$ cat config.mk
export PLATFORM = sky130hd
export DESIGN_NAME = instruction_fetch
export DESIGN_NICKNAME = d
export VERILOG_FILES = /design/src/rtl/instruction_fetch.sv
export SDC_FILE = /design/constraint.sdc
export NUM_CORES = 1
export LEC_CHECK = 0
export ABC_CLOCK_PERIOD_IN_PS = 2400
export CAP_MARGIN = 25
export CORE_MARGIN = 2
export CORE_UTILIZATION = 25
export DETAILED_ROUTE_END_ITERATION = 8
export PLACE_DENSITY_LB_ADDON = 0.12
export REMOVE_ABC_BUFFERS = 1
export SYNTH_ARGS = -nofsm -noshare
export SYNTH_HDL_FRONTEND = slang
export SYNTH_SLANG_ARGS = --single-unit
$ cat constraint.sdc
create_clock -name CLK -period 2.4 [get_ports CLK]
set_input_delay 0.6 -clock CLK [delete_from_list [all_inputs] [get_ports CLK]]
set_output_delay 0.6 -clock CLK [all_outputs]
set_load 0.005 [all_outputs]
$ cat src/rtl/instruction_fetch.sv
// -----------------------------------------------------------------------------
// instruction_fetch
//
// Instruction fetch stage of the pipelined MIPS core. It holds the program
// counter, drives the instruction memory address, and captures the returned
// instruction into the IF/ID pipeline register. It also applies the stall,
// flush, redirect and exception requests that come from later stages.
//
// Optional feature: define BRANCH_PREDICT_EN to build a direct-mapped branch
// target buffer with 2-bit saturating predictors. When the macro is not
// defined, fetch always predicts not-taken and the resolve inputs are unused.
//
// BTBEntries must be a power of two and at least 2.
// -----------------------------------------------------------------------------
module instruction_fetch #(
    parameter logic [31:0] StartPC    = 32'h0,
    parameter logic [31:0] ExcVector  = 32'hF000_0000,
    parameter int          BTBEntries = 16
) (
    input  logic        CLK,
    input  logic        Reset,
    output logic [31:0] InstrAddr,
    input  logic [31:0] InstrData,
    input  logic        Stall,
    input  logic        Flush,
    input  logic        Redirect,
    input  logic [31:0] RedirectPC,
    input  logic        Exception,
    input  logic        ResolveValid,
    input  logic [31:0] ResolvePC,
    input  logic        ResolveTaken,
    input  logic [31:0] ResolveTarget,
    output logic [31:0] IFID_Instr,
    output logic [31:0] IFID_PC,
    output logic [31:0] IFID_PCPlus4,
    output logic        IFID_Valid,
    output logic        IFID_PredTaken,
    output logic [31:0] IFID_PredTarget
);

    // -------------------------------------------------------------------------
    // Program counter and IF/ID pipeline state
    // -------------------------------------------------------------------------
    logic [31:0] pc_q, pc_d;
    logic [31:0] pc_plus4;

    logic [31:0] ifid_instr_q,       ifid_instr_d;
    logic [31:0] ifid_pc_q,          ifid_pc_d;
    logic [31:0] ifid_pc_plus4_q,    ifid_pc_plus4_d;
    logic        ifid_valid_q,       ifid_valid_d;
    logic        ifid_pred_taken_q,  ifid_pred_taken_d;
    logic [31:0] ifid_pred_target_q, ifid_pred_target_d;

    // Prediction for the instruction currently being fetched (at pc_q).
    logic        pred_taken;
    logic [31:0] pred_target;

    // Sequential successor; wraps modulo 2^32 naturally.
    assign pc_plus4 = pc_q + 32'd4;

`ifdef BRANCH_PREDICT_EN
    // -------------------------------------------------------------------------
    // Branch target buffer
    // -------------------------------------------------------------------------
    localparam int IdxW = $clog2(BTBEntries);
    localparam int TagW = 30 - IdxW;

    // Valid bits need a reset, so they live in flops; tag, target and counter
    // carry no reset and are kept in plain arrays.
    logic [BTBEntries-1:0] btb_valid_q;
    logic [TagW-1:0]       btb_tag_q    [BTBEntries];
    logic [31:0]           btb_target_q [BTBEntries];
    logic [1:0]            btb_ctr_q    [BTBEntries];

    // Lookup side, addressed by the current PC.
    logic [IdxW-1:0] look_idx;
    logic [TagW-1:0] look_tag;
    logic            look_hit;

    // Update side, addressed by the resolving branch.
    logic [IdxW-1:0] res_idx;
    logic [TagW-1:0] res_tag;
    logic            res_hit;
    logic [1:0]      res_ctr_cur;

    // Write port data for the entry selected by res_idx.
    logic            btb_wr_en;
    logic [TagW-1:0] btb_tag_d;
    logic [31:0]     btb_target_d;
    logic [1:0]      btb_ctr_d;

    // The two low PC bits never participate in indexing or tagging.
    logic unused_resolve_lsb;
    assign unused_resolve_lsb = ^ResolvePC[1:0];

    assign look_idx = pc_q[IdxW+1:2];
    assign look_tag = pc_q[31:IdxW+2];
    assign res_idx  = ResolvePC[IdxW+1:2];
    assign res_tag  = ResolvePC[31:IdxW+2];

    // Combinational lookup on the current PC; a same-cycle update to the same
    // entry only lands at the clock edge, so the lookup always sees old data.
    always_comb begin
        look_hit    = btb_valid_q[look_idx] && (btb_tag_q[look_idx] == look_tag);
        pred_taken  = look_hit && btb_ctr_q[look_idx][1];
        pred_target = pred_taken ? btb_target_q[look_idx] : 32'h0;
    end

    // Compute the training write for a resolved branch: saturating counter on
    // a hit, fresh weakly-taken allocation on a taken miss, nothing otherwise.
    always_comb begin
        res_hit      = btb_valid_q[res_idx] && (btb_tag_q[res_idx] == res_tag);
        res_ctr_cur  = btb_ctr_q[res_idx];
        btb_wr_en    = 1'b0;
        btb_tag_d    = res_tag;
        btb_target_d = btb_target_q[res_idx];
        btb_ctr_d    = res_ctr_cur;
        if (ResolveValid) begin
            if (res_hit) begin
                btb_wr_en = 1'b1;
                if (ResolveTaken) begin
                    btb_ctr_d    = (res_ctr_cur == 2'b11) ? 2'b11 : res_ctr_cur + 2'd1;
                    btb_target_d = ResolveTarget;
                end else begin
                    btb_ctr_d    = (res_ctr_cur == 2'b00) ? 2'b00 : res_ctr_cur - 2'd1;
                end
            end else if (ResolveTaken) begin
                btb_wr_en    = 1'b1;
                btb_ctr_d    = 2'b10;
                btb_target_d = ResolveTarget;
            end
        end
    end

    // One valid flop per entry: cleared by reset, set when the entry is written.
    genvar gi;
    generate
        for (gi = 0; gi < BTBEntries; gi++) begin : g_btb_valid
            always_ff @(posedge CLK) begin
                if (Reset) begin
                    btb_valid_q[gi] <= 1'b0;
                end else if (btb_wr_en && (res_idx == IdxW'(gi))) begin
                    btb_valid_q[gi] <= 1'b1;
                end
            end
        end
    endgenerate

    // Entry payload write; independent of stall/flush/redirect/exception.
    always_ff @(posedge CLK) begin
        if (btb_wr_en) begin
            btb_tag_q[res_idx]    <= btb_tag_d;
            btb_target_q[res_idx] <= btb_target_d;
            btb_ctr_q[res_idx]    <= btb_ctr_d;
        end
    end
`else
    // Without a BTB every fetch is predicted not-taken.
    logic unused_resolve;
    assign unused_resolve = ^{ResolveValid, ResolvePC, ResolveTaken, ResolveTarget};

    // Static not-taken prediction.
    always_comb begin
        pred_taken  = 1'b0;
        pred_target = 32'h0;
    end
`endif

    // -------------------------------------------------------------------------
    // Next-PC selection: exception, then redirect, then stall, then prediction.
    // Reset is applied in the register process and overrides all of these.
    // -------------------------------------------------------------------------
    always_comb begin
        pc_d = pc_plus4;
        if (Exception) begin
            pc_d = ExcVector;
        end else if (Redirect) begin
            pc_d = RedirectPC;
        end else if (Stall) begin
            pc_d = pc_q;
        end else if (pred_taken) begin
            pc_d = pred_target;
        end
    end

    // IF/ID next state: bubble on any control-flow change or flush, hold on
    // stall, otherwise capture the instruction fetched at the current PC.
    always_comb begin
        ifid_instr_d       = ifid_instr_q;
        ifid_pc_d          = ifid_pc_q;
        ifid_pc_plus4_d    = ifid_pc_plus4_q;
        ifid_valid_d       = ifid_valid_q;
        ifid_pred_taken_d  = ifid_pred_taken_q;
        ifid_pred_target_d = ifid_pred_target_q;
        if (Exception || Redirect || Flush) begin
            // Bubble fields are constants, so undefined memory data never
            // reaches an invalid slot.
            ifid_instr_d       = 32'h0;
            ifid_pc_d          = 32'h0;
            ifid_pc_plus4_d    = 32'h0;
            ifid_valid_d       = 1'b0;
            ifid_pred_taken_d  = 1'b0;
            ifid_pred_target_d = 32'h0;
        end else if (!Stall) begin
            ifid_instr_d       = InstrData;
            ifid_pc_d          = pc_q;
            ifid_pc_plus4_d    = pc_plus4;
            ifid_valid_d       = 1'b1;
            ifid_pred_taken_d  = pred_taken;
            ifid_pred_target_d = pred_target;
        end
    end

    // PC and IF/ID registers with synchronous reset to StartPC / bubble.
    always_ff @(posedge CLK) begin
        if (Reset) begin
            pc_q               <= StartPC;
            ifid_instr_q       <= 32'h0;
            ifid_pc_q          <= 32'h0;
            ifid_pc_plus4_q    <= 32'h0;
            ifid_valid_q       <= 1'b0;
            ifid_pred_taken_q  <= 1'b0;
            ifid_pred_target_q <= 32'h0;
        end else begin
            pc_q               <= pc_d;
            ifid_instr_q       <= ifid_instr_d;
            ifid_pc_q          <= ifid_pc_d;
            ifid_pc_plus4_q    <= ifid_pc_plus4_d;
            ifid_valid_q       <= ifid_valid_d;
            ifid_pred_taken_q  <= ifid_pred_taken_d;
            ifid_pred_target_q <= ifid_pred_target_d;
        end
    end

    // -------------------------------------------------------------------------
    // Outputs
    // -------------------------------------------------------------------------
    assign InstrAddr       = pc_q;
    assign IFID_Instr      = ifid_instr_q;
    assign IFID_PC         = ifid_pc_q;
    assign IFID_PCPlus4    = ifid_pc_plus4_q;
    assign IFID_Valid      = ifid_valid_q;
    assign IFID_PredTaken  = ifid_pred_taken_q;
    assign IFID_PredTarget = ifid_pred_target_q;

endmodule
==> results of run 1 <==
worst paths after layout:
kind | startpoint | to | slack (ns)
max reg2reg | InstrAddr[3] | IFID_PCPlus4[18] | 0.35
max | InstrAddr[5] | InstrAddr[5] | 0.26
min | IFID_Valid | IFID_Valid | 0.45
min reg2reg | IFID_Valid | IFID_Valid | 0.45
placed cells by master (no fill, tap or decap), types with 2 or more instances in the layout:
cell             count
clkbuf_16           17
nand2b_1             2
inv_2                2
nor2b_1              4
nor4_1               7
clkinvlp_4           4
nand4b_1             2
nor2_1             114
a31oi_1              5
nand3_1             19
dfxtp_1            127
a211oi_1            18
inv_1                4
and2_1               3
clkbuf_8             2
inv_6                2
a21oi_1             32
nor4_2               2
o21ai_0             21
and3_1               3
a21o_1               2
nor3_1              10
nand4_1             12
clkdlybuf4s50_1    197
clkinv_4             3
conb_1              33
buf_4               38
buf_12               4
nand2_1             30
nand4_2              3
and4_1               3
nor4_4               3
mux2i_1             68
xor2_1              32
xnor2_1             20
layer usage:
layer | vias up | part of all wire
li1 | 2547 | -
met1 | 2464 | 0.44
met2 | 144 | 0.49
met3 | 13 | 0.052
met4 | 0 | 0.013
met5 | - | 0
cell type report:
cell class,instances,area [µm²],area share
Clock buffer,20,457,0.0522
Multi-Input combinational cell,462,2890,0.330
Clock inverter,11,109,0.0124
Tap cell,313,392,0.0447
Sequential cell,127,2540,0.290
Antenna cell,1,2.50,0.000286
Timing Repair Buffer,239,2340,0.267
Inverter,6,22.5,0.00257
stage by stage:
step | instance area (µm²) | cells | TNS (ns) | hold slack, ns
global placement | 8190 | 1147 | 0 | 0.435
detailed placement | 8190 | 1147 | 0 | 0.444
CTS | 8750 | 1178 | 0 | 0.453
finish | 8750 | 1179 | 0 | 0.448
floorplan | 5450 | 595 | -27.78 | 0.442
global route | 8750 | 1179 | 0 | 0.486
sequential cells by signal, indices dropped and copies added (netlist names), named ones only:
name	count
InstrAddr	30
IFID_Valid	1
IFID_PC	32
IFID_PCPlus4	30
IFID_Instr	32
kinds of logic (layout without fill, tap and decap cells):
logic type                 Yosys count  after routing  synth area share
and+or+nand+nor                    226            226             0.194
DFF                                127            127             0.437
buffers and inverters               90            276            0.0875
AOI/OAI and AO/OA                   82             82            0.0834
muxes                               68             68             0.117
xor gates and xnor gates            52             52            0.0783
adders and majority gates            1              1           0.00215
other                                1             34          0.000644
worst max-delay path, stage by stage (launching register included):
cell and delay, ns:
dfxtp_1 0.44, buf_4 0.19, clkdlybuf4s50_1 0.50
power groups by stage:
stage	Combinational [mW]	Sequential, mW	Clock [mW]
2_1_floorplan	0.172	2.24	0
3_3_place_gp	0.511	2.23	0
3_5_place_dp	0.514	2.23	0
4_1_cts	0.517	2.18	2.55
5_1_grt	0.557	2.19	2.64
6_report	0.511	2.18	2.49
==> results.json, run 1 <==
{
  "dieArea_um2": 24500,
  "h-tree-depth": 4,
  "cp.arrival_ns": 1.54,
  "finalCritPeriodShare": 0.894,
  "cts_setup_buffers": 0,
  "portBuffers": 198,
  "cts_inserted_buffers": 17,
  "power_density_nw_per_um2": 592,
  "drtIter0Drc": 272,
  "ys_async_sr_fraction": 0,
  "crit_path_start_kind": "flip-flop",
  "antenna_found_initial": 1,
  "p_sw_mw": 1.27,
  "preCtsSetupSlack_ns": 0.220,
  "vias": 5168,
  "viasPerCell": 4.38,
  "critPathMaxFanout": 5,
  "yosysTopAreaCellShare": 0.437,
  "grt_pass1_vias": 5065,
  "hold_viol": 0,
  "post_route_cells_drive_above_1_share": 0.101,
  "synth.yosys.seq_area_share": 0.437,
  "rsz0062_at_grt": "no",
  "seq_power_share": 0.422,
  "wirelength_um": 18600,
  "gr-usage-met3": 0.0438,
  "clockPowerShare": 0.480,
  "r2r_cells": 8,
  "area_growth_pct": 50.4,
  "first_pass_iters": 4,
  "grt_overflow": 0,
  "yosysUniqueCellTypes": 44,
  "die_h_um": 157,
  "synth_ff_type": "dfxtp_1",
  "start_util": 0.255,
  "cts.sinks": 127,
  "num_rows": 55,
  "yosys_warnings": 0,
  "clk_latency_ns": 0.42,
  "p_leak_nw": 3.30,
  "hold_path.class": "flip-flop to flip-flop",
  "status": "finished clean",
  "drt-wirelength-per-cell_um": 15.7,
  "io-pin-count": 298,
  "layout_setup_ws_ns": 0.255,
  "synth_top_area_cell": "dfxtp_1",
  "core_um2": 22800,
  "root_buffer": "clkbuf_16",
  "num-fill-cells": 2340,
  "fmax_ghz": 0.466,
  "ys_top_cells_by_area": "dfxtp_1 (44%), mux2i_1 (12%), nor2_1 (7.4%)",
  "nNetsFinal": 990,
  "avgSynthCellArea_um2": 8.99,
  "worst_slew_pin_slew_ns": 0.540,
  "met1_usage": 0.184,
  "drc": 0,
  "grt_start_max_net_pins": 61,
  "report.final.slew_viol_count": 0,
  "ctsHoldBuffers": 0,
  "gp_congestion": 0.748,
  "use_met2": 0.250,
  "synth_area_um2": 5820,
  "criticalPathCategory": "flip-flop to output pin",
  "critPathCaptureType": "output pin",
  "clkTransAtPathRegs_ns": 0.06,
  "synth_cells": 647,
  "relSlewSlack": 0.637,
  "fin_total_pwr_mw": 5.18,
  "crit_required_ns": 1.80,
  "final-setup-viol-count": 0,
  "grt.busiest_layer": "met2",
  "p_int_mw": 3.91,
  "yosysMostFrequentCell": "dfxtp_1",
  "ant_nets": 0,
  "grt_pass1_wl_um": 28000,
  "pwr-share-comb": 0.099,
  "cts_max_path_buffers": 2,
  "cts_tree": "done",
  "switching_share": 0.246,
  "drv_cap": 0,
  "post_cts_resized": 0,
  "vdd_ir_drop_max_uv": 400,
  "synth_common_cells": "dfxtp_1 (127), nor2_1 (114), mux2i_1 (68), buf_4 (39)",
  "synth_seq_cells": 127,
  "dpl.hpwl_um": 13500,
  "grt_util_all_layers": 0.149,
  "final_util": 0.384,
  "clock_skew_ns": 0.0139,
  "synth_edf_count": 0,
  "fin_crit_ns": 2.14,
  "fp.dieW_um": 157,
  "hold_path_depth": 2
}
No activity file was read; power rests on OpenSTA's default activity.
==> run 2, diff against run 1 <==
TNS_END_PERCENT = 10   (was not set)
==> results of run 2 <==
Final layout, timing and power as in run 1 (identical DEF).
==> run 3, diff against run 2 <==
DONT_BUFFER_PORTS = 1   (was not set)
==> results.json, run 3 (same netlist as run 1, synthesis figures left out) <==
{
  "p_sw_mw": 1.31,
  "cp.arrival_ns": 2.29,
  "place_inst": 947,
  "start_util": 0.255,
  "power_density_nw_per_um2": 750,
  "grt_overflow": 0,
  "seq_area_um2": 2540,
  "drt-wirelength-per-cell_um": 18.1,
  "nNetsFinal": 790,
  "first_pass_iters": 4,
  "grt_util_all_layers": 0.141,
  "cts_setup_buffers": 0,
  "clk_latency_ns": 0.42,
  "dieArea_um2": 24500,
  "drtIter0Drc": 241,
  "pwr-share-comb": 0.054,
  "grt_pass1_vias": 4275,
  "grt_pass1_wl_um": 25900,
  "p_int_mw": 3.76,
  "core_um2": 22800,
  "vdd_ir_drop_max_uv": 369,
  "drc": 0,
  "clockPowerShare": 0.514,
  "cts_max_path_buffers": 2,
  "finalCritPeriodShare": 0.838,
  "root_buffer": "clkbuf_16",
  "ant_nets": 0,
  "status": "finished clean",
  "preCtsSetupSlack_ns": 0.355,
  "fmax_ghz": 0.497,
  "layout_setup_ws_ns": 0.390,
  "post_route_cells_drive_above_1_share": 0.129,
  "final_cell_mix": "dfxtp_1 (127), nor2_1 (114), mux2i_1 (68)",
  "criticalPathCategory": "flip-flop to flip-flop",
  "p_leak_nw": 2.58,
  "final_cells": 981,
  "cpMaxStageDelayCell": "nor3_2",
  "crit_path_start_kind": "flip-flop",
  "layout_commonest_cell": "dfxtp_1",
  "fin_crit_ns": 2.01,
  "post_cts_resized": 0,
  "clkTransAtPathRegs_ns": 0.07,
  "clock_skew_ns": 0.0123,
  "grt_start_max_net_pins": 95,
  "drv_cap": 0,
  "portBuffers": 0,
  "seq_power_share": 0.433,
  "h-tree-depth": 4,
  "report.final.slew_viol_count": 0,
  "critPathMaxFanout": 5,
  "fp.dieW_um": 157,
  "rsz0062_at_grt": "no",
  "cp_cell_sequence": "ha_1 > nand4_2 > nor3_2 > buf_4 > nand3_1 > xnor2_1 > a21oi_1",
  "critPathCaptureType": "flip-flop",
  "multi_input_area_um2": 2890,
  "fin_total_pwr_mw": 5.06,
  "io-pin-count": 298,
  "cts.sinks": 127,
  "cts_inserted_buffers": 17,
  "placed_area_um2": 6170,
  "wirelength_um": 17700,
  "hold_path.class": "input port to flip-flop",
  "fin_area_um2": 6760,
  "relSlewSlack": 0.634,
  "dpl.hpwl_um": 12500,
  "hold_viol": 0,
  "ctsHoldBuffers": 0,
  "crit_path_max_incr_delay_ns": 0.42,
  "crit_required_ns": 2.68,
  "vias": 4422,
  "cts_tree": "done",
  "viasPerCell": 4.51,
  "antenna_found_initial": 3,
  "switching_share": 0.258,
  "die_h_um": 157,
  "worst_slew_pin_slew_ns": 0.545,
  "num_rows": 55,
  "final_util": 0.297,
  "final-setup-viol-count": 0,
  "num-fill-cells": 2376,
  "area_growth_pct": 16.1,
  "gp_congestion": 0.738
}
run 3: final timing paths:
path,start,endpoint,slack [ns],depth (start not counted)
setup / recovery,InstrAddr[2],InstrAddr[26],0.39,7
hold / removal,Reset,InstrAddr[28],0.24,1
hold reg to reg,IFID_PC[22],IFID_PC[22],0.49,2
setup reg to reg,InstrAddr[2],InstrAddr[26],0.39,7
run 3: power by group through the flow:
stage | clock (mW) | combinational, mW | sequential (mW)
after detailed placement | 0 | 0.274 | 2.24
after global placement | 0 | 0.271 | 2.24
final | 2.60 | 0.271 | 2.19
after global routing | 2.79 | 0.305 | 2.20
after floorplan | 0 | 0.172 | 2.24
after CTS | 2.69 | 0.275 | 2.19
run 3: worst max-delay path: cells and delay by family, from the launching register on:
family          cells  cell delay, ns
fa+ha+maj           1            0.28
compound gates      1            0.09
simple gates        3            0.74
flops               1            0.33
xor+xnor            1            0.19
buf+inv             1            0.22
run 3: area by class of cell:
cell class,instances,share of cell area
flip-flops and latches,127,0.376
inverters,6,0.00333
multi-input cells,462,0.428
clock buffers,18,0.0650
diodes,2,0.000741
repair buffers,39,0.0470
well taps,313,0.0580
clock inverters,14,0.0213
run 3: per-stage QoR:
step / TNS [ns] / hold WS [ns]
2_1_floorplan: -27.78 / 0.442
4_1_cts: 0 / 0.219
3_5_place_dp: 0 / 0.477
5_1_grt: 0 / 0.218
3_3_place_gp: 0 / 0.478
6_report: 0 / 0.245
run 3: layer usage:
metal	vias to the layer above	track usage	wire (µm)
met5	-	0	0
met4	0	0.0507	279
met3	15	0.0474	1210
met2	144	0.222	8530
met1	2109	0.180	7720
li1	2154	-	-
